File: config.mk
export PLATFORM = sky130hd
export DESIGN_NAME = gen_step_pacer
export DESIGN_NICKNAME = d
export VERILOG_FILES = /design/src/rtl/life_pkg.sv /design/src/rtl/toggle_sync_tick.sv /design/src/rtl/gen_step_pacer.sv
export SDC_FILE = /design/constraint.sdc
export NUM_CORES = 1
export LEC_CHECK = 0
export CORE_ASPECT_RATIO = 0.6
export CORE_MARGIN = 8
export CORE_UTILIZATION = 40
export DETAILED_ROUTE_END_ITERATION = 16
export GPL_TIMING_DRIVEN = 0
export HOLD_SLACK_MARGIN = 0.03
export SLEW_MARGIN = 5
export SYNTH_ARGS = -nofsm -noshare
export SYNTH_HDL_FRONTEND = slang
export SYNTH_SLANG_ARGS = --single-unit
File: constraint.sdc
create_clock -name clk -period 4.5 [get_ports clk]
set_input_delay 0.9 -clock clk [delete_from_list [all_inputs] [get_ports clk]]
set_output_delay 0.9 -clock clk [all_outputs]
set_load 0.05 [all_outputs]
File: src/rtl/life_pkg.sv
// Shared definitions for the life-engine timebase and step pacing.
//   ST_IDLE / ST_WAIT_ACK : step-request FSM encoding
//   PERIOD_W_DEF          : default width of the generation period in ms
//   CLK_PER_MS            : clk cycles per millisecond (timer and bench agree on it)
package life_pkg;

   localparam logic ST_IDLE     = 1'b0;
   localparam logic ST_WAIT_ACK = 1'b1;

   localparam int unsigned PERIOD_W_DEF = 10;
   localparam int unsigned CLK_PER_MS   = 50_000;

endpackage

File: src/rtl/toggle_sync_tick.sv
// Synchronises a slow toggling level into clk and emits a one-cycle tick per
// toggle (rising or falling). A short prime window after reset hides the
// false edge seen when the input is already high at reset release.
//   clk  : system clock
//   rst  : synchronous, active-high reset
//   din  : toggling level, asynchronous to clk
//   tick : registered one-cycle pulse, SYNC_STAGES+1 edges after din changes
module toggle_sync_tick #(
   parameter int unsigned SYNC_STAGES = 2
) (
   input  logic clk,
   input  logic rst,
   input  logic din,
   output logic tick
);

   localparam int unsigned PRIME_W = $clog2(SYNC_STAGES + 2);
   localparam logic [PRIME_W-1:0] PRIME_INIT = PRIME_W'(SYNC_STAGES + 1);

   logic [SYNC_STAGES-1:0] sync_q;
   logic                   hist_q;
   logic [PRIME_W-1:0]     prime_q;

   // Synchroniser chain, edge history and primed tick register
   always_ff @(posedge clk) begin
      if (rst) begin
         sync_q  <= '0;
         hist_q  <= 1'b0;
         prime_q <= PRIME_INIT;
         tick    <= 1'b0;
      end else begin
         sync_q <= {sync_q[SYNC_STAGES-2:0], din};
         hist_q <= sync_q[SYNC_STAGES-1];
         if (prime_q != '0) begin
            prime_q <= prime_q - PRIME_W'(1);
            tick    <= 1'b0;
         end else begin
            tick <= sync_q[SYNC_STAGES-1] ^ hist_q;
         end
      end
   end

endmodule

File: src/rtl/gen_step_pacer.sv
// Paces life-engine generations from the millisecond timebase: counts ticks
// to a programmable period and raises a held step request per period, with
// pause, single-step and sticky overrun reporting.
//   clk, rst     : system clock, synchronous active-high reset
//   clk_1ms      : toggling timebase (async level)
//   run          : 1 = free-running, 0 = paused
//   single_step  : one-cycle pulse, one generation while paused and idle
//   period_ms    : ticks per generation (0 treated as 1)
//   step_ack     : engine accepts the pending step
//   clr_overrun  : one-cycle pulse clearing overrun
//   step_req     : step request, held until acked
//   tick_1ms     : one-cycle pulse per clk_1ms toggle
//   overrun      : sticky, a period expired while a request was outstanding
//   busy         : request outstanding
module gen_step_pacer
   import life_pkg::*;
#(
   parameter int unsigned PERIOD_W    = PERIOD_W_DEF,
   parameter int unsigned SYNC_STAGES = 2
) (
   input  logic                clk,
   input  logic                rst,
   input  logic                clk_1ms,
   input  logic                run,
   input  logic                single_step,
   input  logic [PERIOD_W-1:0] period_ms,
   input  logic                step_ack,
   input  logic                clr_overrun,
   output logic                step_req,
   output logic                tick_1ms,
   output logic                overrun,
   output logic                busy
);

   logic                tick;
   logic [PERIOD_W-1:0] ms_cnt_q;
   logic [PERIOD_W-1:0] last_c;
   logic                expiry_c;
   logic                state_q;
   logic                state_n;
   logic                overrun_q;

   toggle_sync_tick #(
      .SYNC_STAGES (SYNC_STAGES)
   ) u_tick (
      .clk  (clk),
      .rst  (rst),
      .din  (clk_1ms),
      .tick (tick)
   );

   assign tick_1ms = tick;

   // Last count of the period; >= compare so a lowered period expires next tick
   always_comb begin
      last_c = (period_ms == '0) ? '0 : period_ms - PERIOD_W'(1);
   end

   assign expiry_c = tick & run & (ms_cnt_q >= last_c);

   // Millisecond counter, parked at zero while paused
   always_ff @(posedge clk) begin
      if (rst || !run) begin
         ms_cnt_q <= '0;
      end else if (tick) begin
         ms_cnt_q <= expiry_c ? '0 : ms_cnt_q + PERIOD_W'(1);
      end
   end

   // Request FSM state register
   always_ff @(posedge clk) begin
      if (rst) state_q <= ST_IDLE;
      else     state_q <= state_n;
   end

   // Request FSM next state; the ack edge always lands in IDLE
   always_comb begin
      state_n = state_q;
      case (state_q)
         ST_IDLE: begin
            if ((run && expiry_c) || (!run && single_step)) state_n = ST_WAIT_ACK;
         end
         ST_WAIT_ACK: begin
            if (step_ack) state_n = ST_IDLE;
         end
         default: state_n = ST_IDLE;
      endcase
   end

   // Sticky overrun; a set in the same cycle beats the clear
   always_ff @(posedge clk) begin
      if (rst) begin
         overrun_q <= 1'b0;
      end else if ((state_q == ST_WAIT_ACK) && expiry_c) begin
         overrun_q <= 1'b1;
      end else if (clr_overrun) begin
         overrun_q <= 1'b0;
      end
   end

   assign step_req = (state_q == ST_WAIT_ACK);
   assign busy     = (state_q == ST_WAIT_ACK);
   assign overrun  = overrun_q;

endmodule

# [After elaboration in Yosys (flattened, before gate mapping)]
# Index checks and enable logic that the tools add are counted.
[word_totals] register_bits=18 in_bits=17 output_inout_bits=4 wordCells=32
[op_classes] addsub=3 magnitude_cmp=1 n_mux=7 n_bitwise=4 reduce_logical=10
[ops] cell="10-bit 2-to-1 mux" n=2
[ops] cell="10-bit by 1-bit adder with 10-bit output (second input constant)" n=1
[ops] cell="10-bit greater-or-equal comparator" n=1
[ops] cell="10-bit logical NOT" n=1
[ops] cell="10-bit by 1-bit subtractor with 10-bit output (second input constant)" n=1
[ops] cell="1-bit 2-to-1 mux" n=4
[ops] cell="2-bit nonzero test" n=2
[ops] cell="1-bit logical AND" n=3
[ops] cell="1-bit bitwise AND" n=2
[ops] cell="1-bit logical OR" n=2
[ops] cell="1-bit one-hot mux with 2 select lines" n=1
[ops] cell="2-bit OR reduction" n=1
[ops] cell="2-bit by 1-bit subtractor with 2-bit output (second input constant)" n=1
[ops] cell="1-bit logical NOT" n=1
[ops] cell="1-bit inverter" n=1
[ops] cell="1-bit XOR" n=1

# [Longest topological paths before layout]
# Gate-level depths: netlist of the first run.
[logic_depth] depth_word=8 ltp_mapped=12 ltp_nobuf=12

# [Modules after synthesis]
# From an unflattened synthesis of the first run, not the netlist that was laid out.
[hier_totals] hier_cells=138 hier_area_um2=1189.9
[by_module_without_submodules] module="gen_step_pacer" instances=1 cells_per_inst=119 area_per_inst_um2=974.7 seq_area_each_um2=240.2
[by_module_without_submodules] module="toggle_sync_tick" instances=1 cells_per_inst=19 area_per_inst_um2=215.2 seq_area_each_um2=120.1

# [Worst setup path before layout of the first run]
# Ideal clock, no wire load.
[synth_path] kind="input to register" start="in period_ms[3]" end="reg state_q (netlist: busy)" setup_ns=0.095 t_arrival_ns=3.528 required_time_ns=4.405 setup_slack_ns=0.876 path_stages=10 path_buffers=0 path_cell_list="or4_4 or4_4 nor3_2 xnor2_1 nand2_1 ha_1 nand4_1 o311a_1 or3_1 a221oi_1"
[synth_between] elab_chain_len=8 elab_cells_between_ends=9 classes_between="1 x add/sub; 1 x order compare; 3 x mux; 1 x bitwise; 3 x reduce/logical"
[synth_rtl] item="start: declaration" line="gen_step_pacer.sv:26" text="input logic [PERIOD_W-1:0] period_ms,"
[synth_rtl] item="10-bit by 1-bit subtractor with 10-bit output or 10-bit logical NOT (tied branches)" line="gen_step_pacer.sv:56" text="last_c = (period_ms == '0) ? '0 : period_ms - PERIOD_W'(1);"
[synth_rtl] item="10-bit 2-to-1 mux *" line="gen_step_pacer.sv:56"
[synth_rtl] item="10-bit greater-or-equal comparator *" line="gen_step_pacer.sv:59" text="assign expiry_c = tick & run & (ms_cnt_q >= last_c);"
[synth_rtl] item="1-bit bitwise AND *" line="gen_step_pacer.sv:59"
[synth_rtl] item="1-bit logical AND *" line="gen_step_pacer.sv:81" text="if ((run && expiry_c) || (!run && single_step)) state_n = ST_WAIT_ACK;"
[synth_rtl] item="1-bit logical OR *" line="gen_step_pacer.sv:81"
[synth_rtl] item="1-bit 2-to-1 mux *" line="gen_step_pacer.sv:81"
[synth_rtl] item="1-bit one-hot mux with 2 select lines *" line="gen_step_pacer.sv:79" text="case (state_q)"
[synth_rtl] item="end signal: assignment" line="gen_step_pacer.sv:73" text="else state_q <= state_n;"
[synth_rtl] item="end: declaration" line="gen_step_pacer.sv:39" text="logic state_q;"
# Every way passes the cells marked *; elsewhere a longest branch is shown, timed or not.
# A chain may end at the register's enable or synchronous reset.

# [Worst setup path after layout of the first run]
[layout_path] start="in period_ms[3]" end="reg ms_cnt_q[8]"
[layout_between] elab_chain_len=5 elab_cells_between_ends=6 classes_between="1 x add/sub; 1 x order compare; 2 x mux; 1 x bitwise; 1 x reduce/logical"
[layout_rtl] item="10-bit by 1-bit subtractor with 10-bit output or 10-bit logical NOT (tied branches)" line="gen_step_pacer.sv:56"
[layout_rtl] item="10-bit 2-to-1 mux *" line="gen_step_pacer.sv:56"
[layout_rtl] item="10-bit greater-or-equal comparator *" line="gen_step_pacer.sv:59"
[layout_rtl] item="1-bit bitwise AND *" line="gen_step_pacer.sv:59"
[layout_rtl] item="10-bit 2-to-1 mux *" line="gen_step_pacer.sv:66" text="ms_cnt_q <= expiry_c ? '0 : ms_cnt_q + PERIOD_W'(1);"
[layout_rtl] item="end signal: assignment" line="gen_step_pacer.sv:66"
[layout_rtl] item="end: declaration" line="gen_step_pacer.sv:36" text="logic [PERIOD_W-1:0] ms_cnt_q;"
# Marks and branches as above.

==> results of run 1 <==
-- cells in the mapped netlist --
library cell,n
xnor2_1,7
nor3_1,1
a21oi_1,8
a31oi_1,1
a41oi_1,1
or4_4,2
and2_1,1
ha_1,14
o31ai_1,1
dfxtp_1,18
o21bai_1,1
nor3_2,1
xor2_1,8
o311a_1,1
nor2_1,13
nor2b_1,3
a211oi_1,1
mux2i_1,2
nand4_1,4
or4_1,1
o21a_1,1
buf_4,1
nor3b_1,2
a211o_1,1
a221oi_1,1
inv_1,10
nand3_1,3
nand2_1,17
nand4b_1,2
or3_1,1
nand3b_1,2
or2_2,1
and3_1,1
nand2b_1,5
-- worst reg2reg max path, stage by stage (launching register included) --
cell and delay [ns]:
dfxtp_1 0.38, inv_1 0.08, ha_1 0.27, nand2b_1 0.09, a211oi_1 0.08, o311a_1 0.38, o21bai_1 0.48, nor2_1 0.12
-- metrics by stage --
stage	std cells	worst slack (ns)	power, mW	utilization [%]
final	194	0.350	0.340	51.5
after global routing	194	0.130	0.362	51.5
after CTS	194	0.367	0.346	51.5
after detailed placement	191	0.112	0.237	50.0
after global placement	191	0.181	0.234	50.0
after floorplan	137	0.876	0.209	-
-- per-layer routing --
layer  global-route usage, %  part of all wire, %  routed length [um]
met3                    3.80                  3.9                  95
met4                    2.23                 0.57                  14
met2                    14.7                   40                 977
met5                       0                    0                   0
met1                    14.3                   56                1370
-- sequential cells by signal, indices dropped and copies added (netlist names) --
register and count:
ms_cnt_q 10, u_tick.prime_q 2, u_tick.sync_q 2, busy 1, overrun 1, u_tick.hist_q 1
u_tick.tick 1
-- kinds of logic after synthesis --
group,Yosys count
muxes,2
adders and majority gates,14
DFF,18
AOI/OAI and AO/OA,17
buffers and inverters,11
and+or+nand+nor,60
xor gates and xnor gates,15
-- cell type report --
class / instances / area [um2] / area share [%]
plain buffers: 1 / 7.51 / 0.518
multi-input cells: 108 / 759 / 52.4
clock buffers: 3 / 41.3 / 2.85
inverters: 10 / 37.5 / 2.59
flip-flops and latches: 18 / 360 / 24.9
well taps: 34 / 42.5 / 2.94
repair buffers: 20 / 200 / 13.8
-- how the worst min path moves through the flow --
stage	end	from	slack, ns
2_1_floorplan	u_tick.sync_q[1]	u_tick.sync_q[0]	0.41
3_3_place_gp	u_tick.sync_q[1]	u_tick.sync_q[0]	0.41
3_5_place_dp	u_tick.sync_q[1]	u_tick.sync_q[0]	0.42
4_1_cts	u_tick.sync_q[1]	u_tick.sync_q[0]	0.44
5_1_grt	u_tick.sync_q[1]	u_tick.sync_q[0]	0.47
6_report	u_tick.sync_q[1]	u_tick.sync_q[0]	0.44
-- power by group through the flow --
stage               logic (mW)  clock network, mW  registers, mW
finish                  0.0644              0.107          0.169
global route            0.0712              0.121          0.169
CTS                     0.0654              0.112          0.169
detailed placement      0.0650                  0          0.172
global placement        0.0622                  0          0.172
floorplan               0.0350                  0          0.174
==> flow_summary.json, run 1 <==
{
  "diodes": 0,
  "layout_commonest_cell": "clkdlybuf4s50_1",
  "cts_tree": "done",
  "syn-num-nets": 168,
  "grt_usage_pct": 10.3,
  "drt_wl_total_um": 2460,
  "p_int_uw": 259,
  "place_hpwl_um": 2060,
  "io_pins": 21,
  "antenna_left": 0,
  "synth-xor-area-share_pct": 11.3,
  "worst_slew_pin_slew_ns": 0.542,
  "cp_common_cell": "or4_4",
  "hold_path.class": "reg -> reg",
  "slowest_stage": "or4_4",
  "switchingPower_uw": 81.3,
  "grt_setup_unrepaired": "false",
  "p_clk_share_pct": 31.4,
  "synth_area_per_cell_um2": 8.50,
  "synthTopCellsByArea": "dfxtp_1, ha_1, xor2_1, nand2_1, xnor2_1",
  "antenna_found_initial": 0,
  "final_cell_area_um2": 1450,
  "cap_violations": 0,
  "period_minus_slack_ns": 4.15,
  "startpoint": "period_ms[3]",
  "setup_viol": 0,
  "synth-seq-cells": 18,
  "p_per_area_nw_per_um2": 235,
  "post_cts_buffers": 0,
  "holdBufCountCts": 0,
  "final.period_utilization_pct": 92.2,
  "yosys.area_share.adder_pct": 15.0,
  "syn_to_final_growth_pct": 24.4,
  "core_um2": 2820,
  "reg2reg_slack_ns": 2.49,
  "drtIter0Drc": 46,
  "synth_top_family_by_area": "simple AND/OR/NAND/NOR gates",
  "max_freq_mhz": 241,
  "drc": 0,
  "dieArea_um2": 4950,
  "synth_cells": 137,
  "crit_path_max_incr_delay_ns": 0.56,
  "placed_cell_area_um2": 1410,
  "clock_sinks": 18,
  "seq_power_share_pct": 49.6,
  "cts.path.max_buffers": 2,
  "clk-insertion-delay-late_ns": 0.25,
  "die_w_um": 85.7,
  "grt_pass1_wl_um": 4060,
  "path_depth": 11,
  "synth-simple-area-share_pct": 27.5,
  "pwr-share-comb_pct": 18.9,
  "peakVddDrop_v": 0.000190,
  "avgViaCountPerCell": 5.09,
  "maxSlewViolCount": 0,
  "start_util_pct": 41.4,
  "grt_max_degree": 10,
  "cts.clk_slew.worst_paths_ns": 0.06,
  "synth_warnings": 0,
  "htree_levels": 1,
  "yosys.area.top_type_share_pct": 30.9,
  "die_h_um": 57.8,
  "grt_overflow": 0,
  "layout-drive-gt1-share_pct": 5.00,
  "outcome": "completed",
  "grt_pass1_vias": 907,
  "worstPathMaxFanout": 7,
  "end_kind": "flop",
  "place_congestion": 0.736,
  "synth_mux_area_share_pct": 1.72,
  "whs_path_depth": 1,
  "final_cell_mix": "clkdlybuf4s50_1, dfxtp_1, nand2_1",
  "numCtsBuffers": 3,
  "worstPathCellList": "clkdlybuf4s50_1, or4_4, or4_4, nor3_2, xnor2_1, nand2_1, ha_1, nand4_1, o311a_1, o21bai_1, nor2_1",
  "clock-root-buffer": "clkbuf_8",
  "finalHoldViolations": 0,
  "vias": 988,
  "synth-compound-area-share_pct": 9.67,
  "critPathKind": "in -> reg",
  "timing.critical_path.to": "ms_cnt_q[8]",
  "synth_seq_area_share_pct": 30.9,
  "reg2reg_depth": 7,
  "critPathTopFamily": "simple AND/OR/NAND/NOR gates",
  "reg2reg_to": "ms_cnt_q[8]",
  "numPortBuffers": 20,
  "leakagePower_nw": 0.581,
  "cts_resized": 0,
  "cp-start-kind": "primary input",
  "layout.nets": 193,
  "hold_slack_ns": 0.435,
  "tns_ns": 0,
  "fin_worst_skew_ns": 0.00251,
  "num-fill-cells": 267,
  "first_pass_iters": 4,
  "wl_per_cell_um": 12.7,
  "arrival_ns": 4.26,
  "p_sw_share_pct": 23.9,
  "synth_area_um2": 1160,
  "rr_startpoint": "ms_cnt_q[0]",
  "yosys.cell_types.count": 34,
  "yosys.area.top_type": "dfxtp_1",
  "crit_required_ns": 4.61,
  "fp-row-count": 15,
  "critPathBufInv": 1,
  "maxSlewHeadroom_pct": 63.8
}
Power figures use the tool's default switching activity.
==> run 2, diff against run 1 <==
- clock period: 4.5 -> 4.6 ns (I/O delays scaled with it)
==> results of run 2 <==
The final DEF is identical to that of run 1. Status: completed.
Among the figures that moved: setup slack after placement 0.112 ns -> 0.192 ns; setup slack after layout 0.350 ns -> 0.430 ns; register-to-register setup slack 2.49 ns -> 2.59 ns; total power 0.340 mW -> 0.333 mW; worst IR drop on VDD 0.000190 V -> 0.000185 V
==> run 3, diff against run 2 <==
- SETUP_SLACK_MARGIN: unset -> 0.05
==> results of run 3 <==
The final DEF is identical to that of run 1. Status: completed.
Among the figures that moved: setup slack after placement 0.112 ns -> 0.192 ns; setup slack after layout 0.350 ns -> 0.430 ns; register-to-register setup slack 2.49 ns -> 2.59 ns; total power 0.340 mW -> 0.333 mW; worst IR drop on VDD 0.000190 V -> 0.000185 V
